## config.mk

```make
export PLATFORM = sky130hd
export DESIGN_NAME = lut_perm_sequencer
export DESIGN_NICKNAME = d
export VERILOG_FILES = /design/src/rtl/lut_perm_sequencer.sv
export SDC_FILE = /design/constraint.sdc
export NUM_CORES = 1
export LEC_CHECK = 0
export ABC_CLOCK_PERIOD_IN_PS = 4300
export CORE_UTILIZATION = 46
export CTS_CLUSTER_DIAMETER = 40
export DETAILED_ROUTE_END_ITERATION = 7
export HOLD_SLACK_MARGIN = 0.06
export MAX_ROUTING_LAYER = met4
export PLACE_DENSITY = 0.72
export SYNTH_ARGS = -nofsm -noshare
export SYNTH_HDL_FRONTEND = slang
export SYNTH_SLANG_ARGS = --single-unit
```

## constraint.sdc

```tcl
create_clock -name clk -period 4.3 [get_ports clk]
set_input_delay 1.075 -clock clk [delete_from_list [all_inputs] [get_ports clk]]
set_output_delay 1.075 -clock clk [all_outputs]
set_load 0.005 [all_outputs]
```

## src/rtl/lut_perm_sequencer.sv

```systemverilog
// lut_perm_sequencer: walks all 720 permutations of 6 LUT inputs in lexicographic order over valid/ready
// Optional embedded transfer checker drives err when LUT_PERM_SEQ_CHECK_EN is defined
module lut_perm_sequencer (
    input  logic        clk,
    input  logic        rst,
    input  logic        start,
    input  logic        prm_ready,
    output logic        prm_valid,
    output logic [35:0] prm,
    output logic [9:0]  idx,
    output logic        last,
    output logic        busy,
    output logic        done,
    output logic        err
);
    typedef enum logic [1:0] {IDLE, RUN, DONE} state_t;
    state_t state, state_n;
    logic [2:0] p [6];
    logic [2:0] sw [6];
    logic [2:0] nxt [6];
    logic [2:0] j, l;
    logic [9:0] cnt;
    logic xfer;
    assign prm_valid = state == RUN;
    assign busy = state == RUN;
    assign done = state == DONE;
    assign idx = cnt;
    assign last = prm_valid && cnt == 10'd719;
    assign xfer = prm_valid & prm_ready;
    always_comb begin
        prm = '0;
        for (int i = 0; i < 6; i++) prm[6*i +: 6] = 6'd1 << p[i];
    end
    // lexicographic successor: pivot j, swap with rightmost larger l, reverse the tail
    always_comb begin
        j = '0;
        l = '0;
        for (int i = 0; i < 5; i++) if (p[i] < p[i+1]) j = 3'(i);
        for (int i = 0; i < 6; i++) if (3'(i) > j && p[i] > p[j]) l = 3'(i);
        sw = p;
        sw[j] = p[l];
        sw[l] = p[j];
        nxt = sw;
        for (int i = 0; i < 6; i++) if (3'(i) > j) nxt[i] = sw[3'(int'(j) + 6 - i)];
    end
    always_comb begin
        state_n = state;
        if (state == IDLE && start) state_n = RUN;
        if (state == RUN && xfer && cnt == 10'd719) state_n = DONE;
        if (state == DONE) state_n = IDLE;
    end
    always_ff @(posedge clk) begin
        if (rst) begin
            state <= IDLE;
            cnt <= '0;
            for (int i = 0; i < 6; i++) p[i] <= 3'(i);
        end else begin
            state <= state_n;
            if (state == DONE) begin
                cnt <= '0;
                for (int i = 0; i < 6; i++) p[i] <= 3'(i);
            end else if (xfer && cnt != 10'd719) begin
                cnt <= cnt + 10'd1;
                p <= nxt;
            end
        end
    end
`ifdef LUT_PERM_SEQ_CHECK_EN
    logic [9:0] prev;
    logic first, bad;
    logic [5:0] col;
    always_comb begin
        bad = first ? (idx != 10'd0) : (idx != prev + 10'd1);
        col = '0;
        for (int i = 0; i < 6; i++) if (!$onehot(prm[6*i +: 6])) bad = 1'b1;
        for (int k = 0; k < 6; k++) begin
            for (int i = 0; i < 6; i++) col[i] = prm[6*i+k];
            if (!$onehot(col)) bad = 1'b1;
        end
    end
    always_ff @(posedge clk) begin
        if (rst || (state == IDLE && start)) begin
            err <= 1'b0;
            first <= 1'b1;
            prev <= '0;
        end else if (xfer) begin
            err <= err | bad;
            first <= 1'b0;
            prev <= idx;
        end
    end
`else
    assign err = 1'b0;
`endif
endmodule
```

## Word level (Yosys, flattened, before mapping)

Cells that the tools add are included.

| word-level totals | value |
|---|---|
| flip-flop bits (word level) | 30 |
| bits in latches | 0 |
| memory bits (writable) | 0 |
| bits in read-only memories | 0 |
| input bits | 4 |
| word-level logic and storage cells | 123 |
| memories | 0 |

| operators by class | value |
|---|---|
| $add $sub $neg | 7 |
| multiply operators | 0 |
| divide/modulo/power cells | 0 |
| $lt $le $gt $ge | 25 |
| equal/unequal tests | 4 |
| shift-type cells | 6 |
| muxes and demuxes | 47 |
| bitwise logic cells | 9 |
| reduce and logical (&&, ||, !) cells | 16 |

Operators by type and width:

| operator | number |
|---|---|
| $mux 3 | 31 |
| $bmux 3 s3 | 8 |
| $bwmux 18 | 2 |
| $shl 1x3->6 const A | 6 |
| $ge 3x4->1 const B | 6 |
| $demux 3 s3 | 2 |
| $not 3->3 | 6 |
| $gt 3x3->1 | 5 |
| $logic_and 1x1->1 | 12 |
| $lt 3x3->1 | 4 |
| $sub 3x3->3 const B | 4 |
| $add 10x1->10 const B | 1 |
| $eq 10x10->1 const B | 1 |
| $ne 10x10->1 const B | 1 |
| $ge 4x4->1 const B | 2 |
| $lt 4x1->1 const B | 2 |
| $not 3->4 | 2 |
| $gt 1x3->1 const A | 2 |
| $gt 2x3->1 const A | 2 |
| $gt 3x3->1 const A | 2 |
| $mux 2 | 2 |
| $add 3x3->3 const B | 1 |
| $reduce_or 3->1 | 1 |
| $sub 3x2->3 const B | 1 |
| other kinds (7) | 8 |

## Logic depth before layout (Yosys ltp)

Gate-level depths: netlist of the first run.

| logic depth | value |
|---|---|
| depth after elaboration | 26 |
| gate-level depth with buffers | 20 |
| depth with buffers taken out | 17 |

## Least setup slack after synthesis of the first run

No wires, ideal clock.

| path | value |
|---|---|
| kind | reg-to-reg |
| start | register p[5] (netlist bit) |
| end | register p[0] (netlist bit) |
| arrival time | 4486 ps |
| data required time | 4222 ps |
| slack | -264 ps |
| cell stages (with the launch flop) | 18 |
| buffers on the path | 2 |
| period minus slack after synthesis | 4564 ps |
| path through | dfxtp_1 > clkbuf_1 > inv_1 > ha_1 > a21oi_1 > o21a_1 > nor3_4 > a221o_1 > buf_2 > ha_1 > o21ai_0 > nor2_1 > or3_4 > nor4_1 > mux2_2 > a211oi_1 > o21ai_1 > a32oi_1 |

| between the ends | value |
|---|---|
| longest elaborated chain between the ends | 24 |

Ends and longest elaborated chain:

| item | line | RTL |
|---|---|---|
| start, declared | 18 | `logic [2:0] p [6];` |
| start signal, assigned | 64 | `p <= nxt;` |
| $lt 3x3->1 | 38 | `for (int i = 0; i < 5; i++) if (p[i] < p[i+1]) j = 3'(i);` |
| $mux 3 (2 in a row) | 38 |  |
| $not 3->4 (implied by the code) | 39, 41, 42 |  |
| $bmux 3 s3 | 39, 42 |  |
| $mux 3 (implied by the code) (2 in a row) | 39, 42 |  |
| $gt 3x3->1 | 39 | `for (int i = 0; i < 6; i++) if (3'(i) > j && p[i] > p[j]) l = 3'(i);` |
| $logic_and 1x1->1 | 39 |  |
| $mux 1 | 39 |  |
| [... 5 more ...] | - |  |
| $ge 4x4->1 (implied by the code), or another cell as far along | 42 | `sw[l] = p[j];` |
| $logic_and 1x1->1 (implied by the code) or $mux 3 (tied branches) | 42, 41 |  |
| $mux 3, on equally long branches | 42, 41 |  |
| $demux 3 s3 or $bwmux 18 (tied branches) | 42, 41 |  |
| $bwmux 18 | 42 |  |
| $bmux 3 s3 | 44 | `for (int i = 0; i < 6; i++) if (3'(i) > j) nxt[i] = sw[3'(int'(j) + 6 - i)];` |
| $mux 3 (implied by the code) (2 in a row) | 44 |  |
| $mux 3 * | 44 |  |

Mark *: on every way between the ends. The rest lies on a longest branch, timed or not. The select of a mux whose other input is x is not followed.
A chain may end at the register's enable or synchronous reset.

## Worst setup path after layout of the first run

| path | value |
|---|---|
| start | register p[8] (netlist bit) |
| end | register p[15] (netlist bit) |

| between the ends | value |
|---|---|
| longest elaborated chain between the ends | 25 |

Ends and longest elaborated chain:

| item | line |
|---|---|
| $lt 3x3->1 | 38 |
| $mux 3 (3 in a row) | 38 |
| $not 3->4 (implied by the code) | 39, 41, 42 |
| $bmux 3 s3 | 39, 42 |
| $mux 3 (implied by the code) (2 in a row) | 39, 42 |
| $gt 3x3->1 | 39 |
| $logic_and 1x1->1 | 39 |
| $mux 1 | 39 |
| [... 5 more ...] | - |
| $ge 4x4->1 (implied by the code), or another cell as far along | 42 |
| $logic_and 1x1->1 (implied by the code) or $mux 3 (tied branches) | 42, 41 |
| $mux 3, on equally long branches | 42, 41 |
| $demux 3 s3 or $bwmux 18 (tied branches) | 42, 41 |
| $bwmux 18 | 42 |
| $bmux 3 s3 | 44 |
| $mux 3 (implied by the code) (2 in a row) | 44 |
| $mux 3 * | 44 |

Marks and branches as above.

==> results of run 1 <==
## area by class of cell
type                       instances  area share (%)
clock buffer                       6            1.58
clock inverter                     1           0.573
inverter                          26            1.86
multi-input combinational        400            57.9
sequential                        30            11.6
tap                               99            2.37
timing repair buffer             148            24.1
## critical path, delay by kind of cell (launching register included)
family | cells | cell delay, ns
compound gates | 10 | 1.91
flops | 1 | 0.33
buf+inv | 7 | 1.10
fa+ha+maj | 2 | 0.57
simple gates | 3 | 0.31
## logic make-up (layout without fill, tap and decap cells)
kind of cell	count (synthesis)	in the layout
and+or+nand+nor	191	191
AOI/OAI and AO/OA	150	150
buffers and inverters	54	181
DFF	30	30
adders and majority gates	27	27
muxes	20	20
xor gates and xnor gates	11	11
other	1	1
## flip-flops by register name, summed over array words and instances, names as in the netlist
register,count
idx,10
p,18
state,2
## layout by cell type (no fill, tap or decap), types with 6 or more instances in the layout
master           count
xor2_1               6
o211ai_1            10
o21ai_0             23
nor3_1              36
o311ai_0             6
dfxtp_1             26
nand3_1             18
clkdlybuf4s50_1     53
a21oi_1             22
ha_1                24
inv_1               24
nor2_1              40
nand4_1              6
a31oi_1             11
nand2_1             42
nor3b_1              6
clkbuf_8             6
buf_4               93
mux2i_1             11
mux2_2               6
## worst min-delay path by stage
stage | endpoint | slack [ns] | depth (start not counted)
2_1_floorplan | state[0] | 0.47 | 2
3_3_place_gp | idx[1] | 0.49 | 2
3_5_place_dp | idx[8] | 0.51 | 2
4_1_cts | idx[8] | 0.53 | 2
5_1_grt | idx[1] | 0.55 | 2
6_report | idx[8] | 0.52 | 2
## metrics by stage
stage	instances	TNS (ns)
6_report	710	-0.0147
3_3_place_gp	690	-0.286
5_1_grt	710	-0.340
3_5_place_dp	690	-0.539
4_1_cts	699	-0.0119
2_1_floorplan	484	0
## per-layer routing
layer / track usage, % / part of all wire (%) / vias to the layer above
met2: 57.4 / 43 / 366
met4: 18.1 / 5.3 / 0
met5: - / 0 / -
met3: 5.13 / 12 / 91
li1: - / - / 2074
met1: 49.2 / 39 / 2186
## repair_timing
item,4_1_cts,5_1_grt
gates resized for setup,9,41
pin swaps,2,18
setup endpoints to repair,8,16
endpoints found under the hold margin,0,0
setup buffers,2,11
==> impl_metrics.csv, run 1 <==
group,metric,value,unit
outcome,status,"finished with violations",
outcome,violations,"negative setup slack",
timing,holdWs,0.524,ns
timing,worst_slack,-0.0110,ns
synthesis,synth.cell_area,3620,µm²
synthesis,synth_compound_area_share,30.6,%
die,rows,31,
hold_path,hold_class,"register to register",
global_routing,grt.total_usage,37.8,%
clocking,clockBufferDepth,2,
placement,pre_cts_ws,-0.201,ns
detailed_routing,wl_per_cell,22.1,µm
placement,hpwl,11.8,mm
final_layout,postLayoutCoreUtil,70.3,%
worst_setup_path,cp-endpoint,"p[15]",
synthesis,syn_inst,484,
timing,fmax,0.232,GHz
synthesis,ys_seq_area_share,16.6,%
timing,clock_skew,0.00687,ns
clocking,clk_pin_slew_worst_paths,0.08,ns
worst_setup_path,crit_type,"register to register",
synthesis,yosys.area.top_type_share,16.6,%
worst_setup_path,cpMaxStageDelayCell,"o32ai_4",
final_layout,multi_input_area,3030,µm²
synthesis,synth_flop_cell,"dfxtp_1",
worst_setup_path,startpoint,"p[8]",
worst_setup_path,reg2reg_slack,-0.01,ns
global_routing,grt_max_degree,21,
final_layout,finalInstanceArea,5240,µm²
synthesis,synthMuxAreaShare,5.87,%
die,initial_core_util,48.7,%
synthesis,ys_seq_elements,30,
synthesis,syn-num-nets,515,
final_layout,diodes,0,
die,core_area,7450,µm²
worst_setup_path,crit_path_end_kind,"register",
detailed_routing,drc,0,
timing,hold_violations,0,
die,die_width,90.8,µm
worst_setup_path,cp-start-kind,"register",
detailed_routing,wl,15.7,mm
flow_run,maxCapViolations,0,
final_layout,nets,642,
clocking,cts.sinks,30,
final_layout,area_growth,44.5,%
final_layout,regArea,608,µm²
worst_setup_path,rr_worst_depth,22,
placement,placement.io_buffers,53,
worst_setup_path,critPathMostFrequentCell,"buf_4",
timing,report.final.slew_viol_count,0,
detailed_routing,vias_per_cell,6.64,
synthesis,yosys_warnings,0,
synthesis,synth_fa_ha_area_share,9.32,%
worst_setup_path,critical_path.max_stage_delay,0.36,ns
timing,maxSlewHeadroom,55.3,%
synthesis,synth_area_leader_cell,"dfxtp_1",
timing,period_share,100,%
placement,placed_area,4790,µm²
synthesis,synth-edff-count,0,
synthesis,ys_types,75,
final_layout,nFillCells,591,
worst_setup_path,cp_max_fo,6,
detailed_routing,ant_nets,0,
worst_setup_path,crit_required,4.53,ns
worst_setup_path,r2r-start,"p[8]",
clocking,cts_hold_buf,0,
global_routing,grt_pass1_vias,4346,
clocking,insertion_delay,0.30,ns
timing,finalCriticalPeriod,4.31,ns
global_routing,grt_antenna_before_repair,0,
clocking,cts_tree,"built",
timing,setup_viol,2,
worst_setup_path,reg2reg_to,"p[15]",
detailed_routing,via_count,4717,
global_routing,grt_remaining_overflow,0,
worst_setup_path,path_cells,"buf_4 -> ha_4 -> nand2_2 -> o21ai_4 -> buf_6 -> nand3_1 -> a32oi_2 -> inv_2 -> ha_1 -> nand3_1 -> o21ai_2 -> buf_4 -> o32ai_4 -> a211oi_2 -> buf_4 -> o211ai_1 -> o211ai_1 -> buf_4 -> buf_4 -> o21ai_1 -> o211ai_1 -> a21oi_1",
hold_path,min-delay-start,"idx[8]",
synthesis,synth_most_common_cell,"nand2_1",
clocking,cts_root_buffer,"clkbuf_8",
placement,gp_congestion,1.06,
worst_setup_path,cp_data_arrival_time,4.54,ns
synthesis,async_flop_share,0,%
detailed_routing,first_pass_iters,5,
synthesis,synth_commonest_cells,"nand2_1 (47), nor2_1 (41), nor3_1 (36)",
synthesis,synth_xor_area_share,2.66,%
synthesis,synth_top_family_by_area,"compound AO/OA/AOI/OAI gates",
final_layout,drive_gt1_share,29.8,%
clocking,cts_buffers,5,
die,die-area,8240,µm²
detailed_routing,drtIter0Drc,491,
die,io-pin-count,55,
synthesis,synth_area_per_cell,7.49,µm²
timing,tightest_slew,0.668,ns
clocking,htree_levels,2,
global_routing,grt_pass1_wl,23.6,mm
die,chipHeight,90.8,µm
synthesis,yosys.area_share.simple,28.2,%
synthesis,ys_top_cells_by_area,"dfxtp_1 (17%), ha_1 (9.3%), nor3_1 (5.0%)",
Power of run 1 is not shown: default switching activity piles up to over one toggle a cycle in this logic, so the estimate is an artifact.
==> run 2, diff against run 1 <==
--- a/config.mk
+++ b/config.mk
@@ -5,13 +5,13 @@
 export SDC_FILE = /design/constraint.sdc
 export NUM_CORES = 1
 export LEC_CHECK = 0
-export ABC_CLOCK_PERIOD_IN_PS = 4300
+export ABC_CLOCK_PERIOD_IN_PS = 5540
 export CORE_UTILIZATION = 46
 export CTS_CLUSTER_DIAMETER = 40
 export DETAILED_ROUTE_END_ITERATION = 7
 export HOLD_SLACK_MARGIN = 0.06
 export MAX_ROUTING_LAYER = met4
-export PLACE_DENSITY = 0.72
+export PLACE_DENSITY = 0.7
 export SYNTH_ARGS = -nofsm -noshare
 export SYNTH_HDL_FRONTEND = slang
 export SYNTH_SLANG_ARGS = --single-unit
==> constraint.sdc (replaced) <==
create_clock -name clk -period 5.54 [get_ports clk]
set_input_delay 1.385 -clock clk [delete_from_list [all_inputs] [get_ports clk]]
set_output_delay 1.385 -clock clk [all_outputs]
set_load 0.005 [all_outputs]
==> run 2 against run 1 <==
The run now ends clean. Routed wire length decreased by 13%. Via count down 11%. Worst setup slack improved by 0.27 ns. Die area unchanged. Critical endpoint is now p[0].
==> impl_metrics.csv, run 2 (synthesis results as in run 1) <==
group,metric,value,unit
placement,placed_cells,636,
clocking,clockBufferDepth,2,
worst_setup_path,cp_data_arrival_time,5.48,ns
die,core_area,7450,µm²
die,die_width,90.8,µm
final_layout,nFillCells,695,
final_layout,nets,575,
clocking,cts-resized-gates,0,
die,io-pin-count,55,
die,initial_core_util,48.7,%
clocking,cts_tree,"built",
global_routing,grt_max_degree,21,
global_routing,grt_remaining_overflow,0,
clocking,cts_buffers,5,
final_layout,area_growth,23.0,%
hold_path,min-delay-start,"idx[1]",
timing,clock_skew,0.00858,ns
timing,fmax,0.189,GHz
worst_setup_path,crit_path_end_kind,"register",
timing,finalCriticalPeriod,5.28,ns
timing,hold_violations,0,
die,rows,31,
final_layout,largest_reg_flops,18,
timing,rsz0062_at_grt,"no",
hold_path,min_path_cells,2,
die,die-area,8240,µm²
placement,hpwl,10.3,mm
hold_path,hold_class,"register to register",
worst_setup_path,r2r-start,"p[11]",
final_layout,top_register,"p",
worst_setup_path,reg2reg_to,"p[0]",
clocking,cts_root_buffer,"clkbuf_8",
global_routing,grt_pass1_vias,3988,
global_routing,grt_pass1_wl,21.5,mm
final_layout,final_cell_mix,"clkdlybuf4s50_1 (53), nand2_1 (47), nor2_1 (41), nor3_1 (36), dfxtp_1 (30)",
global_routing,grt_antenna_before_repair,0,
clocking,htree_levels,2,
worst_setup_path,rr_worst_depth,16,
worst_setup_path,reg2reg_slack,0.26,ns
detailed_routing,ant_nets,0,
final_layout,final_cells,644,
clocking,clk_pin_slew_worst_paths,0.08,ns
detailed_routing,wl,13.6,mm
timing,setup_viol,0,
detailed_routing,vias_per_cell,6.53,
timing,maxSlewHeadroom,43.9,%
placement,gp_congestion,0.997,
detailed_routing,first_pass_iters,5,
clocking,cts.sinks,30,
timing,report.final.slew_viol_count,0,
final_layout,diodes,0,
worst_setup_path,cp_max_fo,8,
clocking,insertion_delay,0.29,ns
detailed_routing,wl_per_cell,21.1,µm
timing,fin_setup_tns,0,ns
timing,period_share,95.3,%
detailed_routing,drtIter0Drc,373,
worst_setup_path,cp-start-kind,"register",
flow_run,maxCapViolations,0,
worst_setup_path,crit_required,5.73,ns
die,chipHeight,90.8,µm
outcome,status,"finished clean",
detailed_routing,via_count,4207,
global_routing,grt.total_usage,34.3,%
worst_setup_path,crit_type,"register to register",
timing,tightest_slew,0.835,ns
clocking,cts_hold_buf,0,
final_layout,drive_gt1_share,13.8,%
detailed_routing,drc,0,
clocking,cts_setup_buffers,0,
final_layout,final_common_cell,"clkdlybuf4s50_1",
placement,placement.io_buffers,53,
hold_path,holdPathEnd,"idx[1]",
## run 2: cell count changes in the layout (fill, tap and decap cells not counted), moves of 4 or more
cell | previous run | this run
a21oi_1 | 22 | 26
buf_4 | 93 | 27
dfxtp_1 | 26 | 30
nand2_1 | 42 | 47
nand2_2 | 5 | 1
o21ai_0 | 23 | 28
## run 2: stage by stage
stage,cell area (µm²),utilization (%),setup WS [ns],hold slack [ns]
after floorplan,3620,-,0.976,0.473
after global placement,4360,58.5,0.311,0.492
after detailed placement,4360,58.5,0.289,0.503
after CTS,4450,59.8,0.255,0.513
after global routing,4460,59.8,0.0519,0.543
final,4460,59.8,0.259,0.514
## run 2: cell type report
class,count,area [µm²],area share (%)
Multi-Input combinational cell,400,2790,62.5
Timing Repair Buffer,81,753,16.9
Sequential cell,30,601,13.5
Tap cell,99,124,2.78
Inverter,26,97.6,2.19
Clock buffer,6,82.6,1.85
Clock inverter,2,12.5,0.281
## run 2: worst max-delay path by stage
| stage | from | to | slack [ns] | cells past startpoint |
|---|---|---|---|---|
| 4_1_cts | p[8] | p[0] | 0.25 | 16 |
| 5_1_grt | p[11] | p[0] | 0.05 | 16 |
| 6_report | p[11] | p[0] | 0.26 | 16 |
| 3_3_place_gp | p[8] | p[0] | 0.31 | 16 |
| 3_5_place_dp | p[8] | p[0] | 0.29 | 16 |
| 2_1_floorplan | p[5] | p[0] | 0.98 | 17 |
## run 2: routing by layer
metal  track usage [%]  share of wire, %
met4              16.0               4.3
met1              45.9                43
met2              50.5                44
met3              4.97               9.2
met5                 -                 0
## run 2: critical path: stages (launching register included)
cell	delay, ns
dfxtp_1	0.48
inv_1	0.12
ha_1	0.32
a21oi_1	0.32
o21ai_4	0.15
mux2i_1	0.16
o2111ai_1	0.26
nand2_1	0.33
ha_1	0.41
a211oi_1	0.51
nor2_1	0.25
or3_4	0.44
nor4_1	0.36
mux2_2	0.42
a211oi_1	0.26
o21ai_1	0.11
a32oi_1	0.26
Power of run 2 is left out for the same reason.
==> run 3, diff against run 2 <==
--- a/config.mk
+++ b/config.mk
@@ -8,6 +8,7 @@
 export ABC_CLOCK_PERIOD_IN_PS = 5540
 export CORE_UTILIZATION = 46
 export CTS_CLUSTER_DIAMETER = 40
+export CTS_CLUSTER_SIZE = 8
 export DETAILED_ROUTE_END_ITERATION = 7
 export HOLD_SLACK_MARGIN = 0.06
 export MAX_ROUTING_LAYER = met4
==> results of run 3 <==
Final layout, timing and power as in run 2 (identical DEF).
Power of run 3 is left out for the same reason.
